$ cat src/rtl/flag_sync_stretch_if.sv
// Flag receiver bus: asynchronous flag inputs, overflow clears and the per-channel
// synchronised/edge/stretched outputs of flag_sync_stretch.
interface flag_sync_stretch_if #(
    parameter int unsigned CHANNELS = 4
) ();

    logic [CHANNELS-1:0] flag_async_in;
    logic [CHANNELS-1:0] ovf_clear;
    logic [CHANNELS-1:0] level_out;
    logic [CHANNELS-1:0] rise_pulse;
    logic [CHANNELS-1:0] fall_pulse;
    logic [CHANNELS-1:0] stretched_out;
    logic [CHANNELS-1:0] overflow;
    logic                any_active;

    // Sender side: drives the flags and clears, observes the receiver outputs.
    modport master (
        output flag_async_in,
        output ovf_clear,
        input  level_out,
        input  rise_pulse,
        input  fall_pulse,
        input  stretched_out,
        input  overflow,
        input  any_active
    );

    // Receiver side: the flag_sync_stretch block itself.
    modport slave (
        input  flag_async_in,
        input  ovf_clear,
        output level_out,
        output rise_pulse,
        output fall_pulse,
        output stretched_out,
        output overflow,
        output any_active
    );

endinterface

$ cat src/rtl/flag_sync_stretch.sv
// Multi-channel asynchronous flag receiver: synchroniser chain, edge detector and
// programmable pulse stretcher with optional retrigger and sticky overflow per channel.
module flag_sync_stretch #(
    parameter int unsigned         CHANNELS    = 4,
    parameter int unsigned         SYNC_STAGES = 3,
    parameter int unsigned         STRETCH     = 8,
    parameter bit                  RETRIGGER   = 1'b1,
    parameter logic [CHANNELS-1:0] INIT_STATE  = '0
) (
    input  logic               clk,
    input  logic               reset_n,
    flag_sync_stretch_if.slave bus
);

    localparam int unsigned      CNT_W    = (STRETCH > 1) ? $clog2(STRETCH) : 1;
    localparam logic [CNT_W-1:0] CNT_LOAD = CNT_W'(STRETCH - 1);

    logic [CHANNELS-1:0] sync_q [SYNC_STAGES];
    logic [CHANNELS-1:0] sync_last_c;
    logic [CHANNELS-1:0] hist_q;
    logic [CHANNELS-1:0] rise_c;
    logic [CHANNELS-1:0] fall_c;
    logic [CHANNELS-1:0] rise_q;
    logic [CHANNELS-1:0] fall_q;
    logic [CHANNELS-1:0] stretch_q;
    logic [CHANNELS-1:0] stretch_d;
    logic [CHANNELS-1:0] ovf_q;
    logic [CHANNELS-1:0] ovf_d;
    logic [CNT_W-1:0]    cnt_q [CHANNELS];
    logic [CNT_W-1:0]    cnt_d [CHANNELS];
    logic                any_active_q;

    // Plain flop chain; nothing may sit between stages or metastability settling suffers.
    always_ff @(posedge clk or negedge reset_n) begin
        if (!reset_n) begin
            for (int unsigned k = 0; k < SYNC_STAGES; k++) begin
                sync_q[k] <= INIT_STATE;
            end
        end else begin
            sync_q[0] <= bus.flag_async_in;
            for (int unsigned k = 1; k < SYNC_STAGES; k++) begin
                sync_q[k] <= sync_q[k-1];
            end
        end
    end

    assign sync_last_c = sync_q[SYNC_STAGES-1];
    assign rise_c      = sync_last_c & ~hist_q;
    assign fall_c      = ~sync_last_c & hist_q;

    // History resets to the chain value, so reset release never produces an edge.
    always_ff @(posedge clk or negedge reset_n) begin
        if (!reset_n) begin
            hist_q <= INIT_STATE;
            rise_q <= '0;
            fall_q <= '0;
        end else begin
            hist_q <= sync_last_c;
            rise_q <= rise_c;
            fall_q <= fall_c;
        end
    end

    // Stretcher next state; an active channel includes its final cnt==0 cycle.
    always_comb begin
        stretch_d = stretch_q;
        ovf_d     = ovf_q & ~bus.ovf_clear;
        for (int unsigned i = 0; i < CHANNELS; i++) begin
            cnt_d[i] = cnt_q[i];
            if (!stretch_q[i]) begin
                if (rise_c[i]) begin
                    stretch_d[i] = 1'b1;
                    cnt_d[i]     = CNT_LOAD;
                end
            end else if (rise_c[i] && RETRIGGER) begin
                cnt_d[i] = CNT_LOAD;
            end else begin
                if (cnt_q[i] != '0) begin
                    cnt_d[i] = cnt_q[i] - CNT_W'(1);
                end else begin
                    stretch_d[i] = 1'b0;
                end
                // A dropped rise sets overflow; this wins over a same-cycle clear.
                if (rise_c[i]) begin
                    ovf_d[i] = 1'b1;
                end
            end
        end
    end

    always_ff @(posedge clk or negedge reset_n) begin
        if (!reset_n) begin
            stretch_q    <= '0;
            ovf_q        <= '0;
            any_active_q <= 1'b0;
            for (int unsigned i = 0; i < CHANNELS; i++) begin
                cnt_q[i] <= '0;
            end
        end else begin
            stretch_q    <= stretch_d;
            ovf_q        <= ovf_d;
            any_active_q <= |stretch_d;
            for (int unsigned i = 0; i < CHANNELS; i++) begin
                cnt_q[i] <= cnt_d[i];
            end
        end
    end

    assign bus.level_out     = sync_last_c;
    assign bus.rise_pulse    = rise_q;
    assign bus.fall_pulse    = fall_q;
    assign bus.stretched_out = stretch_q;
    assign bus.overflow      = ovf_q;
    assign bus.any_active    = any_active_q;

endmodule
$ cat src/flat_wrapper.sv
// flat-port wrapper written by rule: the top's interface ports become plain ports
module flag_sync_stretch_flat 
#(
    parameter int unsigned         CHANNELS    = 4,
    parameter int unsigned         SYNC_STAGES = 3,
    parameter int unsigned         STRETCH     = 8,
    parameter bit                  RETRIGGER   = 1'b1,
    parameter logic [CHANNELS-1:0] INIT_STATE  = '0
)
  (clk, reset_n, bus_flag_async_in, bus_ovf_clear, bus_level_out, bus_rise_pulse, bus_fall_pulse, bus_stretched_out, bus_overflow, bus_any_active);
  flag_sync_stretch_if #(.CHANNELS(CHANNELS)) bus_i ();
  input  logic clk;
  input  logic reset_n;
  input wire logic [$bits(bus_i.flag_async_in)-1:0] bus_flag_async_in;
  input wire logic [$bits(bus_i.ovf_clear)-1:0] bus_ovf_clear;
  output wire logic [$bits(bus_i.level_out)-1:0] bus_level_out;
  output wire logic [$bits(bus_i.rise_pulse)-1:0] bus_rise_pulse;
  output wire logic [$bits(bus_i.fall_pulse)-1:0] bus_fall_pulse;
  output wire logic [$bits(bus_i.stretched_out)-1:0] bus_stretched_out;
  output wire logic [$bits(bus_i.overflow)-1:0] bus_overflow;
  output wire logic [$bits(bus_i.any_active)-1:0] bus_any_active;
  assign bus_i.flag_async_in = bus_flag_async_in;
  assign bus_i.ovf_clear = bus_ovf_clear;
  assign bus_level_out = bus_i.level_out;
  assign bus_rise_pulse = bus_i.rise_pulse;
  assign bus_fall_pulse = bus_i.fall_pulse;
  assign bus_stretched_out = bus_i.stretched_out;
  assign bus_overflow = bus_i.overflow;
  assign bus_any_active = bus_i.any_active;
  flag_sync_stretch #(.CHANNELS(CHANNELS), .SYNC_STAGES(SYNC_STAGES), .STRETCH(STRETCH), .RETRIGGER(RETRIGGER), .INIT_STATE(INIT_STATE)) u_core (.clk(clk), .reset_n(reset_n), .bus(bus_i));
endmodule
$ cat config.mk
export PLATFORM = sky130hd
export DESIGN_NAME = flag_sync_stretch_flat
export DESIGN_NICKNAME = d
export VERILOG_FILES = /design/src/rtl/flag_sync_stretch_if.sv /design/src/rtl/flag_sync_stretch.sv /design/src/flat_wrapper.sv
export SDC_FILE = /design/constraint.sdc
export NUM_CORES = 1
export LEC_CHECK = 0
export BUFFER_PORTS_ARGS = -buffer_cell sky130_fd_sc_hd__buf_2
export CAP_MARGIN = 25
export CORE_MARGIN = 5
export CORE_UTILIZATION = 25
export CTS_CLUSTER_DIAMETER = 80
export DETAILED_ROUTE_END_ITERATION = 8
export GPL_TIMING_DRIVEN = 0
export HOLD_SLACK_MARGIN = 0.12
export PLACE_DENSITY = 0.38
export SETUP_SLACK_MARGIN = 0.4
export SYNTH_ARGS = -nofsm -noshare
export SYNTH_HDL_FRONTEND = slang
export SYNTH_SLANG_ARGS = --single-unit
export TNS_END_PERCENT = 50
$ cat constraint.sdc
create_clock -name clk -period 1.7 [get_ports clk]
set_input_delay 0 -clock clk [delete_from_list [all_inputs] [get_ports clk]]
set_output_delay 0 -clock clk [all_outputs]
set_load 0.005 [all_outputs]
==> flow_summary.yaml <==
timing:
  setup_violations: 0
  setup_tns_ns: 0
  drv_slew: 0
  rsz0062_at_grt: "true"
  whs_ns: 0.117
  hold_viol: 0
  clock_skew_ns: 0.00478
  min_period_ns: 1.49
  fin_crit_sh_pct: 87.6
  fmax_mhz: 672
  relSlewSlack_pct: 79.1
  fin_ws_ns: 0.211
  tightest_slew_ns: 0.309
outcome:
  status: "completed"
floorplanning:
  dieArea_um2: 8550
  die_w_um: 92.4
  rows: 30
  fp.dieH_um: 92.4
  core_um2: 6720
  start_util_pct: 25.3
  io_pins: 31
synthesis:
  synth_common_cells: "45 x dfrtp_1, 16 x inv_1, 9 x o21ai_0, 8 x ha_1, 8 x nor2b_1"
  ys_warn_count: 0
  async_flop_share_pct: 100
  synthCells: 129
  syn_nets: 147
  netlist.top_cell.by_area: "dfrtp_1"
  synth_ff_type: "dfrtp_1"
  seq_area_frac_synth_pct: 66.3
  synth.cell_area_um2: 1700
  avgSynthCellArea_um2: 13.2
  synthTopCellsByArea: "dfrtp_1 66%, ha_1 5.9%, inv_1 3.5%, nor2b_4 3.2%, nor2b_1 2.9%"
  synth_most_common_cell: "dfrtp_1"
  ys_ff_latch: 45
  synth-edff-count: 0
  synth_top_area_share_pct: 66.3
  yosysUniqueCellTypes: 22
drt:
  post_drt_wl_per_cell_um: 11.6
  dr.pass1.iters: 4
  drc: 0
  via_per_inst: 4.10
  ant_nets: 0
  route.vias.total: 1128
  drt_wl_total_um: 3190
  drtIter0Drc: 19
placement:
  gp_congestion: 0.663
  place_ws_ns: 0.141
  place_hpwl_um: 2000
  numPortBuffers: 30
power_and_ir_drop:
  power_leakage_nw: 1.14
  pwr_density_cell_nw_per_um2: 1410
  finalPower_mw: 3.37
  peakVddDrop_mv: 0.438
final_layout:
  drive_gt1_share_pct: 47.2
  finalNetCount: 212
  n_antenna_cell: 0
  area_delta_synth_final_pct: 40.9
  fin_util_pct: 35.6
min_path:
  hold_class: "in -> async"
setup_path:
  path_max_fanout: 2
  arrival_ns: 1.66
  cp.depth: 5
  end_kind: "flip-flop"
  critical_path_class: "reg -> reg"
  crit_family: "simple AND/OR/NAND/NOR gates"
  reg2reg_depth: 5
  critPathRequiredTime_ns: 1.87
  cp_cell_sequence: "inv_2, ha_2, nor2b_4, o21ai_2, or4_1"
  critPathLaunchType: "flip-flop"
  crit_buf_inv: 1
  slowest_delay_ns: 0.52
  cp_slowest_cell: "or4_1"
clocking:
  clock_sinks: 45
  clock_latency_ns: 0.29
  clkSlewWorstSetupHoldPaths_ns: 0.08
  root_buffer: "clkbuf_8"
  clk_path_buf_depth: 2
  htreeDepth: 2
  cts_tree: "built"
  cts_buffers: 5
global_route:
  grt_overflow: 0
  grt_pass1_wl_um: 5520
  grt.total_usage_pct: 8.19
  grt_pass1_vias: 1221
  antenna_found_initial: 0
  grt_max_degree: 46
flow_run:
  max_cap_viol_count: 0
[final timing paths]
| path | startpoint | end | slack, ns |
|---|---|---|---|
| setup reg to reg | u_core.cnt_q[3] | u_core.bus.any_active | 0.21 |
| max in group asynchronous | reset_n | u_core.sync_q[11] | 1.11 |
| min in group clk | bus_flag_async_in[0] | u_core.sync_q[8] | 0.34 |
| hold reg to reg | u_core.sync_q[7] | u_core.bus.level_out[3] | 0.35 |
| setup / recovery | u_core.cnt_q[3] | u_core.bus.any_active | 0.21 |
| hold / removal | reset_n | u_core.hist_q[2] | 0.12 |
[power by group]
part	total, mW	internal (mW)	switching, mW
registers	1.45	1.28	0.171
clock network	0.644	0.284	0.360
logic	1.27	0.727	0.547
total	3.37	2.29	1.08
[cells by family (layout without fill, tap and decap cells)]
| group | Yosys count | in the layout | synth area share (%) |
|---|---|---|---|
| buf+inv | 21 | 87 | 5.52 |
| flops | 45 | 45 | 66.3 |
| simple gates | 35 | 35 | 14.4 |
| fa+ha+maj | 8 | 8 | 5.89 |
| compound gates | 20 | 20 | 7.88 |
[timing repair]
action | 4_1_cts | 5_1_grt
setup buffers | 12 | 6
endpoints found under the setup margin | 2 | 6
resized for setup | 11 | 21
pin swaps | 4 | 9
hold endpoints to repair | 53 | 0
hold buffers | 9 | 0
[final cells by class]
cell class                 count  area, um2
clock inverter                 3       17.5
timing repair buffer          58        425
fill                         642       4320
buffer                         4       30.0
multi-input combinational     63        563
clock buffer                   5       68.8
tap                           80        100
inverter                      17       63.8
sequential                    45       1130
[layer usage]
layer	track usage [%]	routed length, um
met3	2.84	159
met2	14.3	1630
met1	9.07	1350
met5	0	0
met4	3.34	50
[per-stage QoR]
step	std cells	area [um2]
2_1_floorplan	129	1700
3_3_place_gp	239	1950
3_5_place_dp	239	1950
4_1_cts	268	2240
5_1_grt	275	2390
6_report	275	2390
[sequential cells by signal, summed over array words and instances (netlist names)]
| name | flops |
|---|---|
| u_core.cnt_q | 12 |
| u_core.sync_q | 8 |
| u_core.bus.fall_pulse | 4 |
| u_core.bus.level_out | 4 |
| u_core.bus.overflow | 4 |
| u_core.bus.rise_pulse | 4 |
| u_core.bus.stretched_out | 4 |
| u_core.hist_q | 4 |
| u_core.bus.any_active | 1 |
[cell usage in the layout, fill, tap and decap left out, drive strengths merged]
master / netlist / routed
a21oi: 1 / 1
a31oi: 1 / 1
and3: 1 / 1
buf: 4 / 53
clkbuf: 0 / 5
clkinv: 1 / 3
clkinvlp: 0 / 1
dfrtp: 45 / 45
dlygate4sd3: 0 / 9
ha: 8 / 8
inv: 16 / 16
nand2: 5 / 5
nand2b: 2 / 2
nand3: 6 / 6
nor2b: 12 / 12
o21ai: 13 / 13
o311ai: 4 / 4
o31ai: 1 / 1
or2b: 2 / 2
or3: 6 / 6
or4: 1 / 1
[worst reg2reg max path, stage by stage (launching register included)]
cell and delay (ns):
dfrtp_1 0.39, inv_2 0.06, ha_2 0.16, nor2b_4 0.15, o21ai_2 0.06, or4_1 0.52
(Power assumes the default switching activity.)
